==> src/rtl/uart_cmd_sequencer.sv <==
// uart_cmd_sequencer: host pin-command front end for the UART core.
// Purpose : decodes strobed 7-bit pin commands into TX bytes, UART config and
//           baud prescaler words, plus a soft reset command.
// Latency : strobe edge is seen SYNC_STAGES+1 clocks after the pin rises;
//           effects appear on the clock edge ending that edge cycle.
// Backpressure: io_txValid holds the byte until io_txReady; a byte arriving
//           while one is still pending (and not accepted) is dropped and
//           io_overrun is set.
// Ports   : clk, reset (sync, active-high); io_in7 {payload[4:0], cmd[1:0]};
//           io_cmdStrobe (async); TX byte handshake io_txData/io_txValid/
//           io_txReady; io_prediv + io_predivLoad; io_config;
//           io_resetCommandStrobe; sticky io_overrun / io_cmdError.
// Option  : UART_CMD_SEQ_STATUS_EN adds io_status[7:0] =
//           {overrun, cmdError, txValid, pdState[1:0], lastCmd[1:0], edgeSeen}.
module uart_cmd_sequencer #(
  parameter int          SYNC_STAGES  = 2,
  parameter logic [15:0] PREDIV_RESET = 16'h0068,
  parameter logic [7:0]  CONFIG_RESET = 8'h00
) (
  input  logic        clk,
  input  logic        reset,
  input  logic [6:0]  io_in7,
  input  logic        io_cmdStrobe,
  output logic [7:0]  io_txData,
  output logic        io_txValid,
  input  logic        io_txReady,
  output logic [15:0] io_prediv,
  output logic        io_predivLoad,
  output logic [7:0]  io_config,
  output logic        io_resetCommandStrobe,
  output logic        io_overrun,
  output logic        io_cmdError
`ifdef UART_CMD_SEQ_STATUS_EN
  ,
  output logic [7:0]  io_status
`endif
);

  typedef enum logic [1:0] {PD_IDLE, PD_N1, PD_N2, PD_N3} pd_state_e;

  localparam logic [1:0] CMD_DATA   = 2'd0;
  localparam logic [1:0] CMD_CONFIG = 2'd1;
  localparam logic [1:0] CMD_PREDIV = 2'd2;
  localparam logic [1:0] CMD_SPARE  = 2'd3;

  logic [SYNC_STAGES-1:0] sync_q;
  logic                   strobe_last_q;
  logic                   strobe_edge;

  logic [7:0]  tx_data_q;
  logic        tx_valid_q;
  logic [15:0] prediv_q;
  logic [15:0] shadow_q;
  logic        pd_load_q;
  logic [7:0]  config_q;
  logic        rst_cmd_q;
  logic        overrun_q;
  logic        cmd_error_q;
  logic [3:0]  lo_nib_q;
  pd_state_e   pd_state_q;
  logic [1:0]  last_cmd_q;
  logic        edge_seen_q;

  logic [1:0] cmd;
  logic       sel;
  logic [3:0] nib;

  assign cmd = io_in7[1:0];
  assign sel = io_in7[6];
  assign nib = io_in7[5:2];

  // Chain and edge flop reset to 1 so a strobe held high through reset
  // cannot produce a rising edge once reset is released.
  assign strobe_edge = sync_q[SYNC_STAGES-1] & ~strobe_last_q;

  always_ff @(posedge clk) begin
    if (reset) begin
      sync_q        <= '1;
      strobe_last_q <= 1'b1;
      tx_data_q     <= 8'h00;
      tx_valid_q    <= 1'b0;
      prediv_q      <= PREDIV_RESET;
      shadow_q      <= 16'h0000;
      pd_load_q     <= 1'b0;
      config_q      <= CONFIG_RESET;
      rst_cmd_q     <= 1'b0;
      overrun_q     <= 1'b0;
      cmd_error_q   <= 1'b0;
      lo_nib_q      <= 4'h0;
      pd_state_q    <= PD_IDLE;
      last_cmd_q    <= 2'd0;
      edge_seen_q   <= 1'b0;
    end else begin
      sync_q        <= {sync_q[SYNC_STAGES-2:0], io_cmdStrobe};
      strobe_last_q <= sync_q[SYNC_STAGES-1];
      pd_load_q     <= 1'b0;
      rst_cmd_q     <= 1'b0;

      // Handshake first; a byte loaded below in the same cycle wins.
      if (tx_valid_q && io_txReady) tx_valid_q <= 1'b0;

      if (strobe_edge) begin
        last_cmd_q  <= cmd;
        edge_seen_q <= ~edge_seen_q;
        case (cmd)
          CMD_DATA: begin
            if (!sel) begin
              lo_nib_q <= nib;
            end else if (!tx_valid_q || io_txReady) begin
              tx_data_q  <= {nib, lo_nib_q};
              tx_valid_q <= 1'b1;
            end else begin
              overrun_q <= 1'b1;
            end
          end
          CMD_CONFIG: begin
            if (sel && nib == 4'b1000) begin
              // Soft reset: restore defaults without a predivLoad pulse.
              rst_cmd_q   <= 1'b1;
              prediv_q    <= PREDIV_RESET;
              config_q    <= CONFIG_RESET;
              tx_valid_q  <= 1'b0;
              overrun_q   <= 1'b0;
              cmd_error_q <= 1'b0;
              lo_nib_q    <= 4'h0;
              pd_state_q  <= PD_IDLE;
            end else if (!sel) begin
              config_q[3:0] <= nib;
            end else begin
              config_q[7:4] <= nib;
            end
          end
          CMD_PREDIV: begin
            // sel=1 always restarts the word with its most significant nibble.
            if (sel) begin
              shadow_q[15:12] <= nib;
              pd_state_q      <= PD_N1;
            end else begin
              case (pd_state_q)
                PD_IDLE: cmd_error_q <= 1'b1;
                PD_N1: begin
                  shadow_q[11:8] <= nib;
                  pd_state_q     <= PD_N2;
                end
                PD_N2: begin
                  shadow_q[7:4] <= nib;
                  pd_state_q    <= PD_N3;
                end
                PD_N3: begin
                  shadow_q[3:0] <= nib;
                  prediv_q      <= {shadow_q[15:4], nib};
                  pd_load_q     <= 1'b1;
                  pd_state_q    <= PD_IDLE;
                end
                default: pd_state_q <= PD_IDLE;
              endcase
            end
          end
          CMD_SPARE: cmd_error_q <= 1'b1;
          default: cmd_error_q <= 1'b1;
        endcase
      end
    end
  end

  assign io_txData             = tx_data_q;
  assign io_txValid            = tx_valid_q;
  assign io_prediv             = prediv_q;
  assign io_predivLoad         = pd_load_q;
  assign io_config             = config_q;
  assign io_resetCommandStrobe = rst_cmd_q;
  assign io_overrun            = overrun_q;
  assign io_cmdError           = cmd_error_q;

`ifdef UART_CMD_SEQ_STATUS_EN
  assign io_status = {overrun_q, cmd_error_q, tx_valid_q, pd_state_q,
                      last_cmd_q, edge_seen_q};
`endif

endmodule
==> config.mk <==
export PLATFORM = sky130hd
export DESIGN_NAME = uart_cmd_sequencer
export DESIGN_NICKNAME = d
export VERILOG_FILES = /design/src/rtl/uart_cmd_sequencer.sv
export SDC_FILE = /design/constraint.sdc
export NUM_CORES = 1
export LEC_CHECK = 0
export CAP_MARGIN = 15
export CELL_PAD_IN_SITES_DETAIL_PLACEMENT = 0
export CELL_PAD_IN_SITES_GLOBAL_PLACEMENT = 1
export CORE_MARGIN = 2
export CORE_UTILIZATION = 38
export DETAILED_ROUTE_END_ITERATION = 6
export GPL_ROUTABILITY_DRIVEN = 1
export MAX_ROUTING_LAYER = met4
export PLACE_DENSITY_LB_ADDON = 0.1
export REMOVE_ABC_BUFFERS = 1
export SETUP_SLACK_MARGIN = 0.2
export SLEW_MARGIN = 10
export SYNTH_ARGS = -nofsm -noshare
export SYNTH_HDL_FRONTEND = slang
export SYNTH_SLANG_ARGS = --single-unit
==> constraint.sdc <==
create_clock -name clk -period 1.75 [get_ports clk]
set_input_delay 0.35 -clock clk [delete_from_list [all_inputs] [get_ports clk]]
set_output_delay 0.35 -clock clk [all_outputs]
set_load 0.02 [all_outputs]
==> impl_metrics.yaml <==
synth:
  synth.ff_latch_count: 58
  ys.warnings.count: 0
  per_instance_average_area_after_synthesis_sq_um: 9.129
  yosys.area.top_type: "sky130_fd_sc_hd__dfxtp_1"
  share_of_synthesized_area_occupied_by_flip_flops_and_latches_pct: 47.64
  synthesis.area_sq_um: 2437
  synth.top_cell.area_share_pct: 47.64
  synthesis.instances: 267
  yosysUniqueCellTypes: 40
  largest_cells_by_area_after_synthesis: "sky130_fd_sc_hd__dfxtp_1 (48%), sky130_fd_sc_hd__mux2i_1 (8.6%), sky130_fd_sc_hd__a21oi_1 (5.7%)"
timing:
  max_freq_mhz: 670.0
  tns_ns: 0
  timing.max_slew.rel_slack_pct: 73.37
  tightestPinTransition_ns: 0.3995
  finalMaxSlewViolations: 0
  period_share_pct: 85.29
  finalCriticalPeriod_ns: 1.493
  hold_viol_final: 0
  grt_setup_unrepaired: "false"
  finalSetupViolCount: 0
  skew_ns: 0.003143
place:
  dp.final_hpwl_mm: 4.263
  io_buffer_count: 47
  numPlacedInstances: 405
  gpl.final_weighted_congestion: 0.7110
layout:
  layout_common_cells: "sky130_fd_sc_hd__dfxtp_1 (56), sky130_fd_sc_hd__dlygate4sd2_1 (43), sky130_fd_sc_hd__buf_4 (33)"
  nets: 358
  fin_cells: 425
  area_delta_synth_final_pct: 39.22
  most_common_library_cell_in_the_layout_ignoring_fill_and_taps: "sky130_fd_sc_hd__dfxtp_1"
  final_layout_size_suffix_gt1_share_pct: 20.98
  number_of_inserted_filler_cells_in_the_final_layout: 627
  antenna-diode-count: 0
min_path:
  timing.hold.worst.class: "in2reg"
floorplan:
  num_io_pins: 48
  initial_core_util_pct: 38.83
  dieHeight_um: 84.09
  die-area_sq_um: 7070
  placeableCoreArea_sq_um: 6277
  die_w_um: 84.09
  row_count: 29
setup_path:
  arrival_worst_endpoint_ns: 1.71
  critPathBufInv: 3
  cp-start-kind: "input port"
  cp_slowest_cell: "sky130_fd_sc_hd__and4b_2"
  crit_path_cell_chain: "dlygate4sd2_1, inv_2, ha_4, and4b_2, a21oi_4, nor2_2, buf_4, mux2i_1"
  worst-path-max-fanout: 4
  critical_path.endpoint_type: "flip-flop"
  critical_setup_path_kind: "in2reg"
  timing.critical_path.required_ns: 1.97
  crit_family: "buffers and inverters"
  critical_path.max_stage_delay_ns: 0.26
clocking:
  clock_tree.root_cell: "sky130_fd_sc_hd__clkbuf_8"
  clock-sinks: 58
  clkTransAtPathRegs_ns: 0.06
  cts-root-to-sink-buffers: 2
  hold_fix_buffers_at_cts: 0
  number_of_levels_in_the_clock_h_tree: 3
  insertion_delay_ns: 0.33
  cts_inserted_buffers: 9
  cts_tree: "yes"
route:
  vias_per_cell: 5.202
  wire_per_inst_um: 14.70
  detailed_routing_iteration_count_for_the_pre_antenna_repair_pass: 4
  drt-total-wl_mm: 6.247
  dr_total_vias: 2211
  detailedRoute.firstIterationViolations: 121
  route.detailed.drc: 0
  drtAntennaViolNets: 0
power:
  power.share.switching_pct: 23.36
  clock_power_share_pct: 42.6
  power_frac_comb_pct: 7.4
  power_switching_uw: 621.5
  max-vdd-ir-drop_v: 0.0004709
  power_frac_seq_pct: 50.1
  internal_power_uw: 2039
  pwr_density_cell_nw_per_um2: 784.0
  leakagePower_uw: 0.001463
global_routing:
  antenna_violations_before_repair: 0
  gr-usage-all-layers_pct: 19.21
  grt_overflow_total: 0
  grt_start_max_net_pins: 19
  grt_first_pass_wirelength_mm: 10.35
  number_of_global_route_vias_before_repair: 2028
run:
  drv_cap: 0
outcome:
  status: "finished clean"
==> cell families (layout without fill, tap and decap cells) <==
kind of cell / count (synthesis) / count (layout) / share of synthesized area, %
AOI/OAI and AO/OA: 60 / 61 / 14.27
DFF: 58 / 58 / 47.64
muxes: 21 / 21 / 8.624
and+or+nand+nor: 101 / 101 / 22.84
buffers and inverters: 23 / 103 / 4.569
adders and majority gates: 4 / 4 / 2.053
==> layer usage <==
layer	routed length (um)	part of all wire [%]	GRT usage, %	vias to the layer above
li1	-	-	-	1102
met1	3088	49	26.67	1033
met2	2649	42	25.40	62
met3	357	5.7	4.649	14
met4	152	2.4	10.41	0
met5	0	0	-	-
==> power by group through the flow <==
stage               registers, uW  clock network (uW)  logic [uW]
finish                       1330                1130         196
floorplan                    1360                   0        55.2
global placement             1360                   0         192
global route                 1330                1240         212
CTS                          1330                1180         191
detailed placement           1360                   0         193
==> worst register-to-register path, delay by kind of cell (launching register included) <==
kind | cells | cell delay (ns)
buffers and inverters | 1 | 0.16
AOI/OAI and AO/OA | 1 | 0.23
DFF | 1 | 0.42
and+or+nand+nor | 2 | 0.37
muxes | 1 | 0.12
==> cell type report <==
type                            count  area (sq um)  area share (%)
Tap cell                           77         96.34           2.839
Sequential cell                    58          1164           34.29
Clock buffer                       14         172.7           5.089
Multi-Input combinational cell    187          1222           36.03
Clock inverter                      2         10.01          0.2950
Inverter                            3         11.26          0.3319
Timing Repair Buffer               84         716.9           21.13
==> flip-flops by register name, summed over array words and instances, names as in the netlist <==
name                   flops
strobe_last_q              1
pd_state_q                 2
io_txData                  8
shadow_q                  12
io_overrun                 1
lo_nib_q                   4
sync_q                     2
io_txValid                 1
io_predivLoad              1
io_resetCommandStrobe      1
io_config                  8
io_prediv                 16
io_cmdError                1
==> stage by stage <==
stage | cell area (sq um) | hold slack (ns) | setup WS [ns] | total power (uW) | util [%]
6_report | 3393 | 0.3762 | 0.2574 | 2660 | 54.06
5_1_grt | 3393 | 0.3828 | 0.2039 | 2786 | 54.06
4_1_cts | 3359 | 0.3678 | 0.2335 | 2699 | 53.52
3_5_place_dp | 3179 | 0.4180 | -0.4104 | 1552 | 50.65
3_3_place_gp | 3179 | 0.4095 | -0.3332 | 1552 | 50.65
2_1_floorplan | 2337 | 0.3895 | -0.5742 | 1416 | -
==> cells in the mapped netlist <==
| cell | n |
|---|---|
| sky130_fd_sc_hd__dfxtp_1 | 58 |
| sky130_fd_sc_hd__a21oi_1 | 28 |
| sky130_fd_sc_hd__nor2_1 | 28 |
| sky130_fd_sc_hd__mux2i_1 | 21 |
| sky130_fd_sc_hd__o21ai_0 | 19 |
| sky130_fd_sc_hd__nand2_1 | 18 |
| sky130_fd_sc_hd__nand4_1 | 15 |
| sky130_fd_sc_hd__clkbuf_1 | 11 |
| sky130_fd_sc_hd__nand3_1 | 9 |
| sky130_fd_sc_hd__nand2b_1 | 7 |
| sky130_fd_sc_hd__buf_2 | 5 |
| sky130_fd_sc_hd__nor2b_1 | 5 |
| sky130_fd_sc_hd__nor3b_1 | 5 |
| sky130_fd_sc_hd__ha_1 | 4 |
| sky130_fd_sc_hd__buf_4 | 3 |
| sky130_fd_sc_hd__inv_1 | 3 |
| sky130_fd_sc_hd__or2_2 | 3 |
| sky130_fd_sc_hd__nand4b_1 | 2 |
| sky130_fd_sc_hd__o31ai_1 | 2 |
| sky130_fd_sc_hd__a21o_4 | 1 |
| sky130_fd_sc_hd__a21oi_2 | 1 |
| sky130_fd_sc_hd__a22oi_1 | 1 |
| sky130_fd_sc_hd__a311oi_1 | 1 |
| sky130_fd_sc_hd__a31oi_1 | 1 |
| sky130_fd_sc_hd__a32oi_1 | 1 |
| sky130_fd_sc_hd__and4_1 | 1 |
| sky130_fd_sc_hd__and4b_1 | 1 |
| sky130_fd_sc_hd__and4bb_2 | 1 |
| sky130_fd_sc_hd__buf_6 | 1 |
| sky130_fd_sc_hd__nor2_2 | 1 |
| sky130_fd_sc_hd__nor3_1 | 1 |
| sky130_fd_sc_hd__nor4b_4 | 1 |
| sky130_fd_sc_hd__nor4bb_1 | 1 |
| sky130_fd_sc_hd__o211a_1 | 1 |
| sky130_fd_sc_hd__o211ai_1 | 1 |
| sky130_fd_sc_hd__o21a_1 | 1 |
| sky130_fd_sc_hd__o21ai_2 | 1 |
| sky130_fd_sc_hd__o31a_1 | 1 |
| sky130_fd_sc_hd__or3_1 | 1 |
| sky130_fd_sc_hd__or4b_4 | 1 |
==> what timing repair did <==
item	4_1_cts	5_1_grt
gates cloned	2	1
endpoints found under the setup margin	86	28
pin swaps	4	3
setup buffers	0	1
gates resized for setup	51	11
==> final timing paths <==
kind            startpoint      endpoint  slack (ns)  cells after the start
max reg2reg  strobe_last_q  io_prediv[3]        0.35                      5
min reg2reg      sync_q[0]     sync_q[1]        0.43                      1
min                  reset  io_config[7]        0.38                      2
max              io_in7[1]  io_prediv[3]        0.26                      8
(Power assumes the default switching activity.)
